[src/rtl/axi_burst_checker.sv]
// Passive AXI burst checker: tracks outstanding bursts per direction, checks beat
// counts against AxLEN and xLAST, counts completed transactions, reports sticky errors.

module axi_burst_checker_side #(
    parameter int LEN_W    = 8,
    parameter int OUTST    = 4,
    parameter int CNT_W    = 32,
    parameter int OW       = 3,
    parameter bit HAS_RESP = 1'b1
) (
    input  logic             clk,
    input  logic             srst,
    input  logic             a_hs,
    input  logic [LEN_W-1:0] a_len,
    input  logic             d_hs,
    input  logic             d_last,
    input  logic             resp_hs,
    output logic [CNT_W-1:0] txn_cnt,
    output logic [OW-1:0]    outst,
    output logic             ovf_err,
    output logic             no_a_err,
    output logic             last_err,
    output logic             early_err
);
    localparam int PW = (OUTST > 1) ? $clog2(OUTST) : 1;

    logic [LEN_W-1:0] len_mem [OUTST];
    logic [PW-1:0]    wr_ptr_reg, rd_ptr_reg;
    logic [OW-1:0]    count_reg, count_next;
    logic [OW-1:0]    pend_reg, pend_next;
    logic [OW-1:0]    outst_reg;
    logic [LEN_W-1:0] beat_reg;
    logic [CNT_W-1:0] txn_reg;
    logic [LEN_W-1:0] head;
    logic             empty, beat, at_end, pop, resp_ok, done, push;

    always_comb begin
        head       = len_mem[rd_ptr_reg];
        empty      = (count_reg == '0);
        beat       = d_hs && !empty;
        at_end     = (beat_reg == head);
        pop        = beat && at_end;
        resp_ok    = HAS_RESP && resp_hs && (pend_reg != '0);
        done       = HAS_RESP ? resp_ok : pop;
        // A same-cycle completion frees a slot for this cycle's push.
        push       = a_hs && ((int'(outst_reg) - int'(done)) < OUTST);
        count_next = count_reg + OW'(push) - OW'(pop);
        pend_next  = HAS_RESP ? (pend_reg + OW'(pop) - OW'(resp_ok)) : '0;
        ovf_err    = a_hs && !push;
        no_a_err   = d_hs && empty;
        last_err   = beat && (d_last != at_end);
        early_err  = HAS_RESP && resp_hs && (pend_reg == '0);
    end

    always_ff @(posedge clk) begin
        if (push) begin
            len_mem[wr_ptr_reg] <= a_len;
        end
    end

    always_ff @(posedge clk) begin
        if (srst) begin
            wr_ptr_reg <= '0;
            rd_ptr_reg <= '0;
            count_reg  <= '0;
            pend_reg   <= '0;
            outst_reg  <= '0;
            beat_reg   <= '0;
            txn_reg    <= '0;
        end else begin
            count_reg <= count_next;
            pend_reg  <= pend_next;
            outst_reg <= count_next + pend_next;
            if (push) begin
                wr_ptr_reg <= (wr_ptr_reg == PW'(OUTST - 1)) ? '0 : wr_ptr_reg + PW'(1);
            end
            if (pop) begin
                rd_ptr_reg <= (rd_ptr_reg == PW'(OUTST - 1)) ? '0 : rd_ptr_reg + PW'(1);
            end
            if (beat) begin
                beat_reg <= pop ? '0 : beat_reg + LEN_W'(1);
            end
            if (done && (txn_reg != '1)) begin
                txn_reg <= txn_reg + CNT_W'(1);
            end
        end
    end

    assign txn_cnt = txn_reg;
    assign outst   = outst_reg;
endmodule


[config.mk]
export PLATFORM = sky130hd
export DESIGN_NAME = axi_burst_checker_side
export DESIGN_NICKNAME = d
export VERILOG_FILES = /design/src/rtl/axi_burst_checker.sv
export SDC_FILE = /design/constraint.sdc
export NUM_CORES = 1
export LEC_CHECK = 0
export CORE_MARGIN = 3
export CORE_UTILIZATION = 28
export CTS_CLUSTER_DIAMETER = 50
export DETAILED_ROUTE_END_ITERATION = 16
export PLACE_DENSITY_LB_ADDON = 0.25
export SYNTH_ARGS = -nofsm -noshare
export SYNTH_HDL_FRONTEND = slang
export SYNTH_SLANG_ARGS = --single-unit
[constraint.sdc]
create_clock -name clk -period 4.99 [get_ports clk]
set_clock_uncertainty 0.15 [all_clocks]
set_input_delay 1.497 -clock clk [delete_from_list [all_inputs] [get_ports clk]]
set_output_delay 1.497 -clock clk [all_outputs]
set_load 0.1 [all_outputs]
==> results.sh, run 1 <==
export IMPL_die_height_um=127
export IMPL_min_from="txn_cnt[31]"
export IMPL_rows=43
export IMPL_hp_class="flip-flop to flip-flop"
export IMPL_drt_met1_wl_um=4010
export IMPL_synth_area_top_cells="dfxtp_1, edfxtp_1, mux4_1"
export IMPL_grt_pass1_wl_um=14400
export IMPL_synth_area_mm2=0.00409
export IMPL_cts_htree_levels=3
export IMPL_slew_headroom_pct=27.9
export IMPL_layout_min_cycle_time_ns=4.50
export IMPL_cts_num_sinks=87
export IMPL_cts_root_buffer="clkbuf_16"
export IMPL_drt_pass1_iterations=4
export IMPL_via_count=2954
export IMPL_synthToLayoutAreaGrowth_pct=26.3
export IMPL_cp_max_fo=8
export IMPL_p_per_area_mw_per_mm2=417
export IMPL_synth_cell_type_count=44
export IMPL_cts_hold_buf=0
export IMPL_nets=456
export IMPL_gr_total_overflow=0
export IMPL_drive_gt1_share_pct=9.47
export IMPL_cts_made_buffers=9
export IMPL_worstPathRequired_ns=3.34
export IMPL_top_layer="met4"
export IMPL_clkTransAtPathRegs_ns=0.06
export IMPL_wl_met2_um=3920
export IMPL_synth_top_cell_area_share_pct=27.0
export IMPL_synth_cells=374
export IMPL_fmax_mhz=222
export IMPL_start_kind="flip-flop"
export IMPL_period_share_pct=90.1
export IMPL_synth_area_leader_cell="dfxtp_1"
export IMPL_ioPinCount=53
export IMPL_grt_max_degree=60
export IMPL_place_hpwl_um=5980
export IMPL_clkLatencyLatePin_ns=0.34
export IMPL_syn_nets=402
export IMPL_ff2ff_path_depth=12
export IMPL_cts_resized=0
export IMPL_maxCapViolations=0
export IMPL_cts_setup_buffers=0
export IMPL_synthArstFlopShare_pct=0
export IMPL_route_detailed_drc=0
export IMPL_arrival_ns=2.85
export IMPL_status="finished clean"
export IMPL_crit_path_end_kind="primary output"
export IMPL_portBuffers=52
export IMPL_yosysSeqAreaShare_pct=50.5
export IMPL_final_setup_tns_ns=0
export IMPL_ant_nets=0
export IMPL_core_area_mm2=0.0141
export IMPL_total_power_uw=2150
export IMPL_worstSetupPathType="flip-flop to primary output"
export IMPL_cts_buffer_depth=2
export IMPL_antenna_found_initial=0
export IMPL_dieWidth_um=127
export IMPL_grt_pass1_vias=2839
export IMPL_dr_wl_met3_um=409
export IMPL_reg2reg_to="outst[2]"
export IMPL_cts_tree="done"
export IMPL_synthFlopType="dfxtp_1"
export IMPL_fp_dieArea_mm2=0.0161
export IMPL_rsz0062_at_grt="false"
export IMPL_critPathCapture="last_err"
export IMPL_n_antenna_cell=0
export IMPL_drv_slew=0
export IMPL_gr_usage_all_layers_pct=11.2
export IMPL_fillers=1388
export IMPL_ys_seq_elements=87
export IMPL_p_leak_uw=0.00168
export IMPL_drt_total_wl_um=8460
export IMPL_gp_congestion=0.760
export IMPL_setup_viol=0
export IMPL_drt_iter0_markers=175
export IMPL_initial_core_util_pct=29.0
export IMPL_reg2reg_slack_ns=1.05
export IMPL_synth_edf_count=32
export IMPL_vdd_drop_max_mv=0.251
export IMPL_tightest_slew_ns=1.08
export IMPL_syn_area_per_cell_um2=10.9
export IMPL_hold_violations=0
export IMPL_yosysWarningCount=0
export IMPL_via_per_inst=4.82
export IMPL_wl_per_cell_um=13.8
-- layout make-up --
class	instances	area, um2	area share [%]
repair buffers	56	586	11.3
clock inverters	7	87.6	1.70
inverters	19	71.3	1.38
clock buffers	9	225	4.36
flip-flops and latches	87	2060	40.0
well taps	180	225	4.36
multi-input cells	255	1900	36.9
-- cell families after synthesis --
logic type | synth area share [%]
buffers and inverters | 3.34
multiplexers | 7.50
adder cells (fa/ha/maj) | 4.84
flip-flops | 50.5
AND/OR/NAND/NOR | 19.0
XOR/XNOR | 5.57
AO/OA/AOI/OAI | 9.25
-- cells in the mapped netlist, types with 3 or more instances --
master / number
xor2_1: 7
or3_1: 19
ha_1: 11
or4_1: 5
xnor2_1: 19
mux2i_1: 4
nand2_1: 17
inv_1: 19
nor3_1: 13
nor2_1: 22
nand2b_1: 4
and3_1: 5
mux2_2: 5
and4_1: 4
nand3_1: 13
edfxtp_1: 32
clkbuf_1: 8
nor2b_1: 7
fa_1: 3
a21oi_1: 27
o21ai_0: 20
dfxtp_1: 55
nand4_1: 12
mux4_1: 8
o31ai_1: 8
-- critical path: stages, from the launching register on --
cell and delay (ns):
dfxtp_1 0.61, mux4_1 0.67, xnor2_1 0.20, nand4_2 0.22
or3_1 0.42, a21oi_2 0.19, buf_12 0.19
-- layout by cell type, fill, tap and decap left out, drive strengths merged, types with 6 or more instances in the layout --
master	instances
edfxtp	32
o31ai	8
or4	6
nor2b	7
buf	9
dfxtp	55
clkdlybuf4s50	47
nor3	15
a21oi	27
xnor2	19
nand3	13
xor2	7
or3	19
inv	19
mux4	8
o21ai	20
clkbuf	9
nor2	22
ha	11
nand4	14
nand2	17
-- where the power goes --
part | internal, uW | leakage, uW | switching, uW
Combinational | 224 | 0.000793 | 372
Sequential | 803 | 0.000738 | 51.0
Clock | 434 | 0.000149 | 268
Total | 1460 | 0.00168 | 691
-- metal layers --
layer	GRT usage [%]	vias to the layer above
met1	14.4	1388
met2	17.9	57
met3	3.54	13
met4	3.79	0
li1	-	1496
met5	0	-
-- per-stage QoR --
stage / util [%] / std cells / instance area [um2] / hold slack (ns) / worst slack, ns
final: 36.6 / 613 / 5160 / 0.361 / 0.492
after global routing: 36.6 / 613 / 5160 / 0.397 / 0.334
after CTS: 36.6 / 613 / 5160 / 0.365 / 0.412
after detailed placement: 34.4 / 597 / 4850 / 0.348 / 0.452
after global placement: 34.4 / 597 / 4850 / 0.336 / 0.551
after floorplan: - / 374 / 4100 / 0.319 / 0.166
-- worst min path at each step --
stage                     slack [ns]       endpoint  cells past startpoint
after detailed placement        0.35    txn_cnt[14]                      2
after global routing            0.40  wr_ptr_reg[1]                      2
after floorplan                 0.32  wr_ptr_reg[1]                      2
after CTS                       0.36    txn_cnt[31]                      2
final                           0.36    txn_cnt[31]                      2
after global placement          0.34    txn_cnt[31]                      2
No activity file was read; power rests on OpenSTA's default activity.
==> run 2: changes to the inputs <==
CORE_MARGIN = default   (was 3)
==> run 2 against run 1 <==
  * Die area is 6.2% lower
  * Hold slack improved by 0.0023 ns
  * Clock power shrank 6.8%
  * Via count decreased by 0.74%
  * Critical path depth unchanged
  * Register-to-register slack about the same
  * Worst setup slack worse by 0.045 ns
  * Clock-buffer cell count did not move
  * Cell area shrank 0.46%
  * Sequential share of layout area grew 0.18 points
  * Core utilization is essentially flat
  * Global-route usage increased by 0.56 points
  * Highest routed layer unchanged
==> results.sh, run 2 (synthesis gave the netlist of run 1 again) <==
export IMPL_status="finished clean"
export IMPL_cts_tree="done"
export IMPL_die_height_um=123
export IMPL_drv_slew=0
export IMPL_cts_root_buffer="clkbuf_16"
export IMPL_drt_total_wl_um=8410
export IMPL_drt_pass1_iterations=4
export IMPL_mostFrequentLayoutCells="dfxtp_1, clkdlybuf4s50_1, edfxtp_1, a21oi_1, nor2_1"
export IMPL_initial_core_util_pct=29.1
export IMPL_cts_resized=0
export IMPL_slowest_stage="mux4_1"
export IMPL_tightest_slew_ns=1.07
export IMPL_arrival_ns=2.90
export IMPL_crit_buf_inv=1
export IMPL_final_setup_tns_ns=0
export IMPL_place_area_mm2=0.00485
export IMPL_cts_setup_buffers=0
export IMPL_gr_total_overflow=0
export IMPL_grt_pass1_wl_um=13500
export IMPL_antenna_found_initial=0
export IMPL_worstSetupPathType="flip-flop to primary output"
export IMPL_fillers=1332
export IMPL_dieWidth_um=123
export IMPL_maxCapViolations=0
export IMPL_dp_slack_ns=0.443
export IMPL_gp_congestion=0.783
export IMPL_cp_max_fo=8
export IMPL_fp_dieArea_mm2=0.0151
export IMPL_via_count=2932
export IMPL_ant_nets=0
export IMPL_cts_htree_levels=3
export IMPL_fin_area_mm2=0.00514
export IMPL_nets=456
export IMPL_slew_headroom_pct=28.3
export IMPL_n_antenna_cell=0
export IMPL_critPathTopFamily="simple AND/OR/NAND/NOR gates"
export IMPL_hold_violations=0
export IMPL_total_power_uw=2110
export IMPL_rows=43
export IMPL_cts_buffer_depth=2
export IMPL_core_area_mm2=0.0140
export IMPL_hp_class="flip-flop to flip-flop"
export IMPL_p_per_area_mw_per_mm2=411
export IMPL_final_util_pct=36.6
export IMPL_drive_gt1_share_pct=9.70
export IMPL_grt_max_degree=60
export IMPL_clkTransAtPathRegs_ns=0.06
export IMPL_wl_per_cell_um=13.7
export IMPL_portBuffers=52
export IMPL_route_detailed_drc=0
export IMPL_place_hpwl_um=6000
export IMPL_vdd_drop_max_mv=0.232
export IMPL_grt_pass1_vias=2791
export IMPL_setup_viol=0
export IMPL_crit_path_end_kind="primary output"
export IMPL_synthToLayoutAreaGrowth_pct=25.7
export IMPL_ioPinCount=53
export IMPL_fmax_mhz=220
export IMPL_gr_usage_all_layers_pct=11.8
export IMPL_p_leak_uw=0.00167
export IMPL_drt_iter0_markers=121
export IMPL_worstPathRequired_ns=3.34
export IMPL_period_share_pct=91.0
export IMPL_cts_made_buffers=9
export IMPL_cts_hold_buf=0
export IMPL_cts_num_sinks=87
export IMPL_start_kind="flip-flop"
export IMPL_finalWorstSetupSlack_ns=0.447
export IMPL_clkLatencyLatePin_ns=0.34
export IMPL_path_cells="mux4_1 -> xnor2_1 -> nand4_2 -> or3_1 -> a21oi_2 -> buf_12"
export IMPL_cpPeakStageDelay_ns=0.64
export IMPL_layout_min_cycle_time_ns=4.54
export IMPL_layout_commonest_cell="dfxtp_1"
export IMPL_rsz0062_at_grt="false"
export IMPL_via_per_inst=4.78
## run 2: layout make-up
cell class	instances	area [um2]	share of cell area [%]
clock buffer	9	225	4.38
clock inverter	7	63.8	1.24
inverter	19	71.3	1.39
multi-input combinational	255	1900	37.1
sequential	87	2060	40.1
tap	180	225	4.38
timing repair buffer	56	586	11.4
## run 2: worst paths after layout
kind,startpoint,to,slack (ns),cells past startpoint
setup reg to reg,flip-flop,outst[2],1.04,12
setup / recovery,flip-flop,last_err,0.45,6
hold reg to reg,wr_ptr_reg[1],wr_ptr_reg[1],0.36,2
hold / removal,wr_ptr_reg[1],wr_ptr_reg[1],0.36,2
## run 2: routing by layer
metal	global-route usage, %	part of all wire, %
met4	3.89	1.6
met1	14.1	45
met5	0	0
met3	3.21	3.9
met2	20.3	49
## run 2: worst min-delay path, cell delays in order (launching register included)
cell and delay [ns]:
dfxtp_1 0.34, nand2_1 0.07, a21oi_1 0.06
## run 2: report_power, final
group / internal [uW] / switching, uW / leakage (uW)
clock: 350 / 304 / 0.000143
combinational: 225 / 375 / 0.000793
sequential: 803 / 52.0 / 0.000738
total: 1380 / 731 / 0.00167
## run 2: stage by stage
step	hold slack, ns	instances
after global placement	0.339	597
after CTS	0.366	613
final	0.364	613
after floorplan	0.319	374
after detailed placement	0.351	597
after global routing	0.388	613
==> run 3: changes to the inputs <==
CTS_CLUSTER_SIZE = 14   (was default)
==> results of run 3 <==
Final layout, timing and power as in run 2 (identical DEF).
